$ cat src/rtl/hazard_unit.sv
// Load-use hazard detector and stall controller sitting beside the ID stage.
// When an ID instruction reads the rd of a load in EX, it holds IF/ID and bubbles
// EX until the load's data arrives in MEM. It includes a wait timeout and a
// saturating stall counter.
module hazard_unit #(
  parameter int unsigned TIMEOUT = 256,
  parameter int unsigned CNT_W   = 16
) (
  input  logic             clk_i,
  input  logic             rst_ni,
  input  logic             flush_i,
  input  logic             id_valid_i,
  input  logic [4:0]       id_rs1_i,
  input  logic [4:0]       id_rs2_i,
  input  logic             id_use_rs1_i,
  input  logic             id_use_rs2_i,
  input  logic             ex_valid_i,
  input  logic             ex_is_load_i,
  input  logic [4:0]       ex_rd_i,
  input  logic             mem_ack_i,
  output logic             stall_o,
  output logic             bubble_o,
  output logic             err_o,
  output logic [CNT_W-1:0] stall_cnt_o
);

  localparam int unsigned WAIT_W = (TIMEOUT == 0) ? 1 : $clog2(TIMEOUT + 1);
  localparam bit          TO_EN  = (TIMEOUT != 0);
  localparam logic [WAIT_W-1:0] WAIT_LAST = WAIT_W'((TIMEOUT == 0) ? 0 : TIMEOUT - 1);
  localparam logic [CNT_W-1:0]  CNT_MAX   = '1;

  typedef enum logic [0:0] {
    IDLE     = 1'b0,
    MEM_WAIT = 1'b1
  } state_t;

  state_t            state_q, state_d;
  logic [WAIT_W-1:0] wait_q, wait_d;
  logic              err_q, err_d;
  logic [CNT_W-1:0]  cnt_q;
  logic              hit;
  logic              stall;

  // ID reads the destination of a load in EX; x0 never hazards
  always_comb begin
    hit = id_valid_i & ex_valid_i & ex_is_load_i & (ex_rd_i != 5'd0) &
          ((id_use_rs1_i & (id_rs1_i == ex_rd_i)) |
           (id_use_rs2_i & (id_rs2_i == ex_rd_i)));
  end

  // Next-state, wait counter, timeout and stall decode
  always_comb begin
    state_d = state_q;
    wait_d  = wait_q;
    err_d   = 1'b0;
    stall   = 1'b0;
    if (flush_i) begin
      state_d = IDLE;
      wait_d  = '0;
    end else begin
      case (state_q)
        IDLE: begin
          // In the abort cycle after a timeout (err_q high), the held ID
          // instruction is released rather than re-stalled.
          if (hit && !err_q) begin
            stall   = 1'b1;
            state_d = MEM_WAIT;
            wait_d  = '0;
          end
        end
        MEM_WAIT: begin
          if (mem_ack_i) begin
            state_d = IDLE;
            wait_d  = '0;
          end else begin
            stall = 1'b1;
            if (TO_EN && (wait_q == WAIT_LAST)) begin
              state_d = IDLE;
              wait_d  = '0;
              err_d   = 1'b1;
            end else if (TO_EN) begin
              wait_d = wait_q + WAIT_W'(1);
            end
          end
        end
        default: begin
          state_d = IDLE;
          wait_d  = '0;
        end
      endcase
    end
  end

  // Stall and bubble are the same signal, gated low while reset is held
  always_comb begin
    stall_o  = stall & rst_ni;
    bubble_o = stall & rst_ni;
  end

  // State, wait counter and error pulse registers
  always_ff @(posedge clk_i or negedge rst_ni) begin
    if (!rst_ni) begin
      state_q <= IDLE;
      wait_q  <= '0;
      err_q   <= 1'b0;
    end else begin
      state_q <= state_d;
      wait_q  <= wait_d;
      err_q   <= err_d;
    end
  end

  // Saturating count of stalled cycles
  always_ff @(posedge clk_i or negedge rst_ni) begin
    if (!rst_ni) begin
      cnt_q <= '0;
    end else if (stall_o && (cnt_q != CNT_MAX)) begin
      cnt_q <= cnt_q + CNT_W'(1);
    end
  end

  assign err_o       = err_q;
  assign stall_cnt_o = cnt_q;

endmodule
$ cat config.mk
export PLATFORM = sky130hd
export DESIGN_NAME = hazard_unit
export DESIGN_NICKNAME = d
export VERILOG_FILES = /design/src/rtl/hazard_unit.sv
export SDC_FILE = /design/constraint.sdc
export NUM_CORES = 1
export LEC_CHECK = 0
export CAP_MARGIN = 20
export CORE_MARGIN = 4
export CORE_UTILIZATION = 35
export DETAILED_ROUTE_END_ITERATION = 8
export GPL_TIMING_DRIVEN = 0
export MAX_ROUTING_LAYER = met4
export PLACE_DENSITY = 0.6
export RECOVER_POWER = 25
export SYNTH_ARGS = -nofsm -noshare
export SYNTH_HDL_FRONTEND = slang
export SYNTH_SLANG_ARGS = --single-unit
export TNS_END_PERCENT = 1
$ cat constraint.sdc
create_clock -name clk_i -period 2.1 [get_ports clk_i]
set_clock_uncertainty 0.15 [all_clocks]
set_input_delay 0.21 -clock clk_i [delete_from_list [all_inputs] [get_ports clk_i]]
set_output_delay 0.21 -clock clk_i [all_outputs]
set_load 0.05 [all_outputs]
* Yosys cells after proc, flatten, opt, wreduce, memory -nomap -nowiden
Cells that the tools add are included.
** Word-level totals
- Register bits after elaboration :: 27
- Word-level logic and storage cells :: 41
- Input port bits :: 24
** Operators by class
- Multiplexer cells :: 17
- Add/subtract/negate cells :: 2
- Bitwise operators :: 9
- Equal/unequal tests :: 5
- Reductions and logical operators :: 4
** Operators with widths (count)
- $mux 9 :: 4
- $pmux 9 s2 :: 1
- $add 16x1->16 const B :: 1
- $ne 16x16->1 const B :: 1
- $eq 5x5->1 :: 2
- $mux 1 :: 10
- $add 9x1->9 const B :: 1
- $eq 9x8->1 const B :: 1
- $and 1x1->1 :: 7
- $reduce_bool 5->1 :: 1
- $pmux 1 s2 :: 2
- $ne 3x3->1 const B :: 1
- $logic_and 1x1->1 :: 2
- $logic_not 1->1 :: 1
- $not 1->1 :: 1
- $or 1x1->1 :: 1

* Longest topological paths before layout
- Depth in word-level cells :: 10
- Depth in mapped cells :: 8

* Worst setup path after synthesis
OpenSTA, ideal clock, no wires.
- Path kind :: flip-flop to flip-flop
- Start :: register cnt_q[0], in the netlist stall_cnt_o[0]
- End :: register cnt_q[1], in the netlist stall_cnt_o[1]
- Data required time :: 1.822 ns
- Setup time :: 0.128 ns
- Slack :: -0.275 ns
- Arrival time :: 2.098 ns
- Stages on the path, launching flop included :: 8
- Period minus slack after synthesis :: 2.375 ns
- Cell sequence :: dfrtp_1 ha_1 nand4_1 nor4_1 nor3_2 a21oi_4 buf_6 mux2_1
** On the way
- Word-level cells in the longest chain between the ends :: 2
- Elaborated cells on any way between the ends :: 3
- Classes of those cells :: add/sub (1); eq/ne (1); reduce/logical (1)
** Ends and longest elaborated chain
- start, declared :: line 40 : logic [CNT_W-1:0] cnt_q;
- start signal, assigned :: line 118 : cnt_q <= cnt_q + CNT_W'(1);
- branches (longest 2 deep; another with $add 16x1->16)
Several ways; the timed one is not identified.
A chain may end at the register's enable or synchronous reset.

* Final worst setup path
- Start :: register cnt_q[4], in the netlist stall_cnt_o[4]
- End :: register cnt_q[14], in the netlist stall_cnt_o[14]
Same word-level chain as after synthesis.

==> metrics.md <==
| Metric | Value |
|---|---|
| Maximum capacitance violations | `0` |
| N_diodes | `0` |
| DR vias | `1353` |
| Layout Utilization | `52.7%` |
| Status | `finished clean` |
| Critical Path RT | `2110 ps` |
| First drt pass iteration count | `4` |
| Tcrit/Tclk final | `99.3%` |
| Hold_ws | `66.7 ps` |
| Synth top area share | `a little over two fifths` |
| Vias in the first global route | `1375` |
| Startpoint types | `flip-flop` |
| Post-synthesis net count | `186` |
| IO buf count | `between 40 and 50` |
| CP Buf/Inv Count | `0` |
| Sequential Area | `around 690 um2` |
| Fin worst setup slack | `14.2 ps` |
| CTS Root Cell | `clkbuf_8` |
| Final ANT Viol Nets | `0` |
| Seq/Total Area, Yosys | `around 43%` |
| Final min period | `2090 ps` |
| Post-Syn Area | `0.00155 mm2` |
| Worst Path Max Fanout | `5` |
| RSZ-0062 raised after global routing | `yes` |
| Kind of critical path | `flip-flop to flip-flop` |
| Fmax | `479 MHz` |
| Final-report setup violation count | `0` |
| Die Span X | `74.6 um` |
| Fillers | `380` |
| Top cells by area, synth | `dfrtp_1 (43%), xnor2_1 (6.8%), xor2_1 (6.2%)` |
| TritonCTS Buffers | `3` |
| Worst path cell trace | `nand4_1 > or2_4 > nor4_4 > a21oi_2 > nor2_1 > mux2_1` |
| # DRC | `0` |
| Largest net degree at the start of global routing | `20` |
| Most used DFF post-synth | `dfrtp_1` |
| Antenna violations before repair | `0` |
| Yosys cell types | `40` |
| Share of layout cells above drive strength 1 | `15.5%` |
| Pwr dens | `430 mW/mm2` |
| Yosys warnings | `0` |
| Crit end category | `flip-flop` |
| Die H | `74.6 um` |
| Worst VDD drop | `0.251 mV` |
| DPL Wire Length | `2.84 mm` |
| H-tree depth | `1` |
| Core ar. | `between 0.004 and 0.005 mm2` |
| CP max-delay cell | `dfrtp_2` |
| Layout area overhead | `40.6%` |
| Die area | `0.00557 mm2` |
| FFs w/ async S/R, synth | `100%` |
| Synth Instances | `160` |
| First-pass GRT wire length | `~6.2 mm` |
| Sink Count | `27` |
| Mean Syn Cell Area | `between 9 and 10 um2` |
| Relative slew slack | `43.0%` |
| Post-synth top area cell | `dfrtp_1` |
| EDFF count, synth | `0` |
| Clock tree buffer depth | `2` |
| 1st-iter DRT viols | `31` |
| Worst slew pin tran | `852 ps` |
| DR vias/cell | `5.14` |
| GR Util All Layers | `between 10% and 20%` |
| CTS tree | `yes` |
| Global route overflow | `0` |
| Placer Congestion | `0.944` |
| Area of the multi-input gates | `875 um2` |
| Clk Latency, worst-skew pair | `270 ps` |
| P_leak | `0.965 nW` |
| Worst min-delay path class | `input port to flip-flop` |
| Worst path max stage delay | `~410 ps` |
| Post-Route WL | `roughly 3.6 mm` |
| Clock slew at reported path FFs | `90 ps` |
| I/O Pins | `between 40 and 50` |
| Critical path's top delay family | `simple AND/OR/NAND/NOR gates` |
| Number of synthesized register bits | `27` |
| Std-Cell Rows | `23` |
| Nets | `240` |
| Crit path DAT | `between 2000 and 2500 ps` |
| WL/cell | `13.8 um` |
| Starting Density | `37.5%` |
| Slew Limit Fails | `0` |
| Final Hold Vio Count | `0` |
| Setup WS pre-CTS | `-1030 ps` |
==> kinds of logic (layout without fill, tap and decap cells) <==
kind of cell	Yosys count	count (layout)	synth area share [%]
AOI/OAI and AO/OA	24	24	12.2
xor gates and xnor gates	23	23	13.0
adders and majority gates	2	2	1.61
buffers and inverters	8	61	2.66
DFF	27	27	43.5
muxes	3	3	2.09
and+or+nand+nor	73	73	25.0
==> final cells by class <==
type / instances / area share [%]
clock buffers: 3 / 1.89
multi-input cells: 125 / 40.0
repair buffers: 49 / 21.6
clock inverters: 1 / 0.229
flip-flops and latches: 27 / 31.4
well taps: 50 / 2.86
plain buffers: 3 / 1.03
inverters: 5 / 0.859
==> sequential cells by signal (all words and copies together) (netlist names) <==
name	cells
stall_cnt_o	16
wait_q	9
err_o	1
state_q	1
==> metrics by stage <==
| step | TNS, ps | area (um2) | total power [mW] | std cells |
|---|---|---|---|---|
| floorplan | -112 | 1570 | 0.583 | 160 |
| global placement | -19940 | 2060 | 0.653 | 252 |
| detailed placement | -13500 | 2070 | 0.659 | 253 |
| CTS | -33.4 | 2170 | 0.955 | 262 |
| global route | -548 | 2180 | 0.985 | 263 |
| finish | 0 | 2180 | 0.939 | 263 |
==> cells in the final DEF, fill, tap and decap left out, types with 3 or more instances in the layout <==
cell and n:
o21ai_1 10, dfrtp_2 9, nand2b_1 4, nand4_1 8, nand3_1 8, xor2_1 11
nor3_1 7, nor2_1 15, dlygate4sd2_1 4, xnor2_1 12, inv_1 5, clkbuf_8 3
dfrtp_1 18, nand2_1 13, buf_4 6, nor4_1 3, clkdlybuf4s50_1 33, nor2b_1 3
==> power breakdown <==
group | leakage (nW) | internal [mW] | switching, mW | total [mW]
clock | 0.0255 | 0.133 | 0.155 | 0.288
combinational | 0.586 | 0.0682 | 0.0569 | 0.125
sequential | 0.353 | 0.522 | 0.00411 | 0.526
==> synth_stat cells (2+ instances only) <==
library cell and count:
nor4_1 4, nand2_1 14, nor3_1 7, xnor2_1 12, a21oi_1 2, dfrtp_1 27, and3_1 2, nor2b_1 3
nand4_1 8, o21ai_1 10, nor2_1 15, xor2_1 11, o31ai_1 2, ha_1 2, inv_1 5, mux2_1 2
nand2b_1 4, nand3_1 8
==> what timing repair did <==
action,CTS,global route
gates resized for setup,20,6
pin swaps,3,6
buffers inserted,3,1
hold buffers,2,0
hold endpoints to repair,8,0
setup endpoints to repair,22,16
==> layer usage <==
metal	part of all wire (%)	track usage, %	vias up
li1	-	-	673
met1	41	17.4	649
met2	54	24.7	25
met3	3.3	3.20	6
met4	1.5	3.95	0
met5	0	-	-
==> worst paths after layout <==
path                       slack, ps  cells after the start                  startpoint                     endpoint
setup / recovery                  10                      6  stall_cnt_o[4]$_DFFE_PN0P_  stall_cnt_o[14]$_DFFE_PN0P_
hold / removal                    70                      2                     flush_i            state_q$_DFF_PN0_
setup reg to reg                  10                      6  stall_cnt_o[4]$_DFFE_PN0P_  stall_cnt_o[14]$_DFFE_PN0P_
hold reg to reg                  350                      1  stall_cnt_o[5]$_DFFE_PN0P_   stall_cnt_o[5]$_DFFE_PN0P_
max in group asynchronous        260                      3                      rst_ni   stall_cnt_o[6]$_DFFE_PN0P_
min in group asynchronous        420                      2                      rst_ni   stall_cnt_o[2]$_DFFE_PN0P_
Power figures use the tool's default switching activity.
